$ cat src/rtl/rca_adder_sequencer.sv
// Issue-to-writeback sequencer for the reconfigurable-unit adder: one execute
// register stage feeding an external adder, then an in-order result buffer.
module rca_adder_sequencer #(
  parameter int XLEN  = 32,
  parameter int ID_W  = 3,
  parameter int DEPTH = 4
) (
  input  logic                       clk,
  input  logic                       rst,
  input  logic                       issue_new,
  input  logic [ID_W-1:0]            issue_id,
  input  logic [XLEN-1:0]            issue_rs1,
  input  logic [XLEN-1:0]            issue_rs2,
  output logic                       issue_ready,
  output logic [XLEN-1:0]            adder_a,
  output logic [XLEN-1:0]            adder_b,
  input  logic [XLEN-1:0]            adder_sum,
  output logic                       wb_done,
  output logic [ID_W-1:0]            wb_id,
  output logic [XLEN-1:0]            wb_rd,
  input  logic                       wb_ack,
  output logic [$clog2(DEPTH):0]     occupancy
);
  localparam int PW = $clog2(DEPTH);
  localparam int CW = PW + 1;

  typedef struct packed {
    logic [ID_W-1:0] id;
    logic [XLEN-1:0] rd;
  } res_t;

  res_t [DEPTH-1:0] mem;
  logic             exec_valid;
  logic [ID_W-1:0]  exec_id;
  logic [PW-1:0]    head, tail;
  logic [CW-1:0]    count;
  logic             accept, wr, pop;

  // Credits count the execute stage too, so a buffer write never finds it full.
  assign occupancy   = count + CW'(exec_valid);
  assign issue_ready = occupancy < CW'(DEPTH);
  assign accept      = issue_new & issue_ready;
  assign wr          = exec_valid;
  assign wb_done     = count != '0;
  assign pop         = wb_done & wb_ack;
  assign wb_id       = mem[head].id;
  assign wb_rd       = mem[head].rd;

  always_ff @(posedge clk) begin
    if (rst) begin
      exec_valid <= 1'b0;
      exec_id    <= '0;
      adder_a    <= '0;
      adder_b    <= '0;
      head       <= '0;
      tail       <= '0;
      count      <= '0;
      mem        <= '0;
    end else begin
      exec_valid <= accept;
      if (accept) begin
        exec_id <= issue_id;
        adder_a <= issue_rs1;
        adder_b <= issue_rs2;
      end
      if (wr) begin
        mem[tail] <= '{id: exec_id, rd: adder_sum};
        tail      <= tail + PW'(1);
      end
      if (pop) head <= head + PW'(1);
      count <= count + CW'(wr) - CW'(pop);
    end
  end

  a_occ_bound: assert property (@(posedge clk) disable iff (rst) occupancy <= CW'(DEPTH));
  a_no_pop_empty: assert property (@(posedge clk) disable iff (rst) pop |-> count != '0);
  a_no_wr_full: assert property (@(posedge clk) disable iff (rst) wr |-> count != CW'(DEPTH));

endmodule
$ cat config.mk
export PLATFORM = sky130hd
export DESIGN_NAME = rca_adder_sequencer
export DESIGN_NICKNAME = d
export VERILOG_FILES = /design/src/rtl/rca_adder_sequencer.sv
export SDC_FILE = /design/constraint.sdc
export NUM_CORES = 1
export LEC_CHECK = 0
export CAP_MARGIN = 20
export CORE_MARGIN = 5
export CORE_UTILIZATION = 57
export DETAILED_ROUTE_END_ITERATION = 6
export DONT_BUFFER_PORTS = 1
export PLACE_DENSITY = 0.85
export SLEW_MARGIN = 20
export SYNTH_ARGS = -nofsm -noshare
export SYNTH_HDL_FRONTEND = slang
export SYNTH_SLANG_ARGS = --single-unit
$ cat constraint.sdc
create_clock -name clk -period 1.55 [get_ports clk]
set_input_delay 0.0775 -clock clk [delete_from_list [all_inputs] [get_ports clk]]
set_output_delay 0.0775 -clock clk [all_outputs]
set_load 0.005 [all_outputs]
==> impl_metrics.ini <==
[global_routing]
grt_antenna_before_repair = 0
grt_pass1_wl_um = 38100
grt_max_degree = 216
grt_use_total_pct = 25.7
grt_pass1_vias = 7215
grt_overflow = 0

[sta]
finalHoldViolations = 204
finClkSkew_ns = 0.00803
max_slew.worst_pin.slew_ns = 0.616
setup-violations-final = 106
hold-worst-slack_ns = -0.353
finalWorstSetupSlack_ns = -0.224
rsz0062_at_grt = true
finalCriticalPeriod_ns = 1.77
drv_slew = 0
max-slew-margin-rel_pct = 58.9
fmax_mhz = 564
fin_crit_sh_pct = 114

[worst_setup_path]
crit_type = reg -> reg
worst-path-max-fanout = 6
arrival_ns = 2.18
cp_data_required_time_ns = 1.96
start_kind = flop
worst_setup_path_end_kind = flop
rr_worst_depth = 9

[placement]
io_buffers = 0
dp_hpwl_um = 13800
gp_congestion = 0.812

[yosys]
syn_area_um2 = 8910
synthDistinctLibCells = 23
synth_top_area_cell = dfxtp_1
syn-num-nets = 1112
yosysWarnings = 0
seq_area_frac_synth_pct = 48.3
yosys.area.top_type_share_pct = 48.3
yosys-top-cells-area = dfxtp_1 48%, nand2_1 12%, a21oi_1 12%, mux4_2 8.9%, a21bo_1 5.6%
synth_cells = 1001
synth.avg_cell_area_um2 = 8.90
yosys_register_bits = 215

[cells_and_area]
nFillCells = 1042
area_growth_pct = 21.6
most-common-layout-cells = 284 x nand2_1, 211 x dfxtp_1, 153 x a21oi_1
final_common_cell = nand2_1
drive_gt1_share_pct = 23.4
diodes = 0
layout.nets = 1105
final_util_pct = 71.0

[clock_tree]
cts.sink_count = 215
numCtsBuffers = 22
htreeDepth = 1
clk_pin_slew_ns = 0.06
ctsHoldBuffers = 1
clock-root-buffer = clkbuf_16
cts_buffer_depth = 3
cts_tree = built
clk_latency_ns = 0.50

[pwr]
peakVddDrop_uv = 1200
power_density_nw_per_um2 = 1360
pwr-share-comb_pct = 21.9
p_sw_w = 0.00383
power_leakage_nw = 3.78
pwr-share-clk_pct = 35.9
seq_power_share_pct = 42.2
power_switching_share_pct = 26.0
p_int_w = 0.0109
power_w = 0.0147

[job]
maxCapViolations = 0

[detailed_routing]
drc = 0
post_drt_wl_per_cell_um = 19.7
dr.pass1.iters = 5
ant_nets = 0
vias_per_cell = 5.98
vias = 7291
drt_iter0_drc = 607
wirelength_um = 24100

[outcome]
outcome = complete, but fails checks
violations = negative hold slack, negative setup slack

[floorplanning]
die_y_um = 135
die_area_um2 = 18200
coreArea_um2 = 15300
fp.dieW_um = 135
pin_count = 207
start_util_pct = 58.4
rows = 45

[min_path]
hp-class = in -> reg
hold_depth = 1
==> registers in the layout (all words and copies together) (netlist names) <==
| signal | cells |
|---|---|
| adder_b | 32 |
| exec_valid | 1 |
| mem | 140 |
| head | 2 |
| exec_id | 3 |
| tail | 2 |
| count | 3 |
| adder_a | 32 |
==> synth_stat cells <==
library cell and n:
dfxtp_1 215, o311ai_0 1, buf_1 8, xnor2_1 2
inv_1 5, buf_4 4, a21bo_1 50, ha_1 8
a21oi_1 207, nor2_1 8, buf_2 33, o31a_1 1
a21bo_2 17, nand3_1 67, or3_1 1, xnor2_2 1
nand2_1 285, and2_1 4, buf_6 6, mux4_2 35
clkbuf_1 40, mux2i_1 1, xor2_1 2
==> layout make-up <==
class                           count  area [µm²]  area share [%]
Timing Repair Buffer               60         956            8.83
Clock buffer                       36         724            6.69
Multi-Input combinational cell    690        4540            41.9
Inverter                            5        18.8           0.173
Clock inverter                      3        15.0           0.139
Tap cell                          211         264            2.44
Sequential cell                   215        4310            39.8
==> per-stage QoR <==
stage	cells	TNS, ns	setup slack (ns)	hold WS [ns]	instance area [µm²]
floorplan	1001	0	0.0178	0.213	8910
CTS	1221	-14.22	-0.200	-0.360	10700
detailed placement	1158	-5.74	-0.138	0.162	9170
global placement	1158	-1.91	-0.0776	0.159	9170
global route	1220	-20.96	-0.266	-0.359	10800
finish	1220	-15.66	-0.224	-0.353	10800
==> worst max-delay path, stage by stage (launching register included) <==
cell	delay [ns]
dfxtp_2	0.33
ha_4	0.16
ha_4	0.17
xnor2_4	0.14
buf_12	0.14
buf_12	0.12
buf_16	0.13
buf_8	0.12
a21bo_2	0.18
a21oi_1	0.17
==> per-layer routing <==
layer | share of wire [%] | GRT usage [%] | up-vias
met1 | 38 | 31.8 | 3512
met4 | 3.3 | 10.4 | 0
met5 | 0 | 0 | -
met3 | 8.6 | 6.41 | 57
met2 | 50 | 43.3 | 320
li1 | - | - | 3402
==> kinds of logic after synthesis <==
logic type | after synthesis | synth area share, %
AOI/OAI and AO/OA | 276 | 19.4
xor gates and xnor gates | 5 | 0.576
adders and majority gates | 8 | 1.12
buffers and inverters | 96 | 5.18
DFF | 215 | 48.3
muxes | 36 | 8.96
and+or+nand+nor | 365 | 16.5
==> what timing repair did <==
item                                    4_1_cts  5_1_grt
pin swaps                                   142       15
buffers inserted                             12        4
resized for setup                            85       42
cloned                                       11        0
endpoints found under the setup margin      107      106
hold endpoints to repair                    215      214
==> power groups by stage <==
stage | Combinational [W] | Sequential, W | Clock (W)
global placement | 0.00206 | 0.00628 | 0
CTS | 0.00317 | 0.00620 | 0.00533
global route | 0.00348 | 0.00624 | 0.00557
floorplan | 0.00171 | 0.00618 | 0
detailed placement | 0.00212 | 0.00630 | 0
finish | 0.00322 | 0.00620 | 0.00528
==> path summary, 6_finish.rpt <==
check                  start          end  slack (ns)
setup / recovery  exec_valid   adder_b[7]       -0.22
hold / removal           rst  adder_b[16]       -0.35
setup reg to reg  exec_valid   adder_b[7]       -0.22
hold reg to reg     mem[110]     mem[110]        0.45
Power figures use the tool's default switching activity.
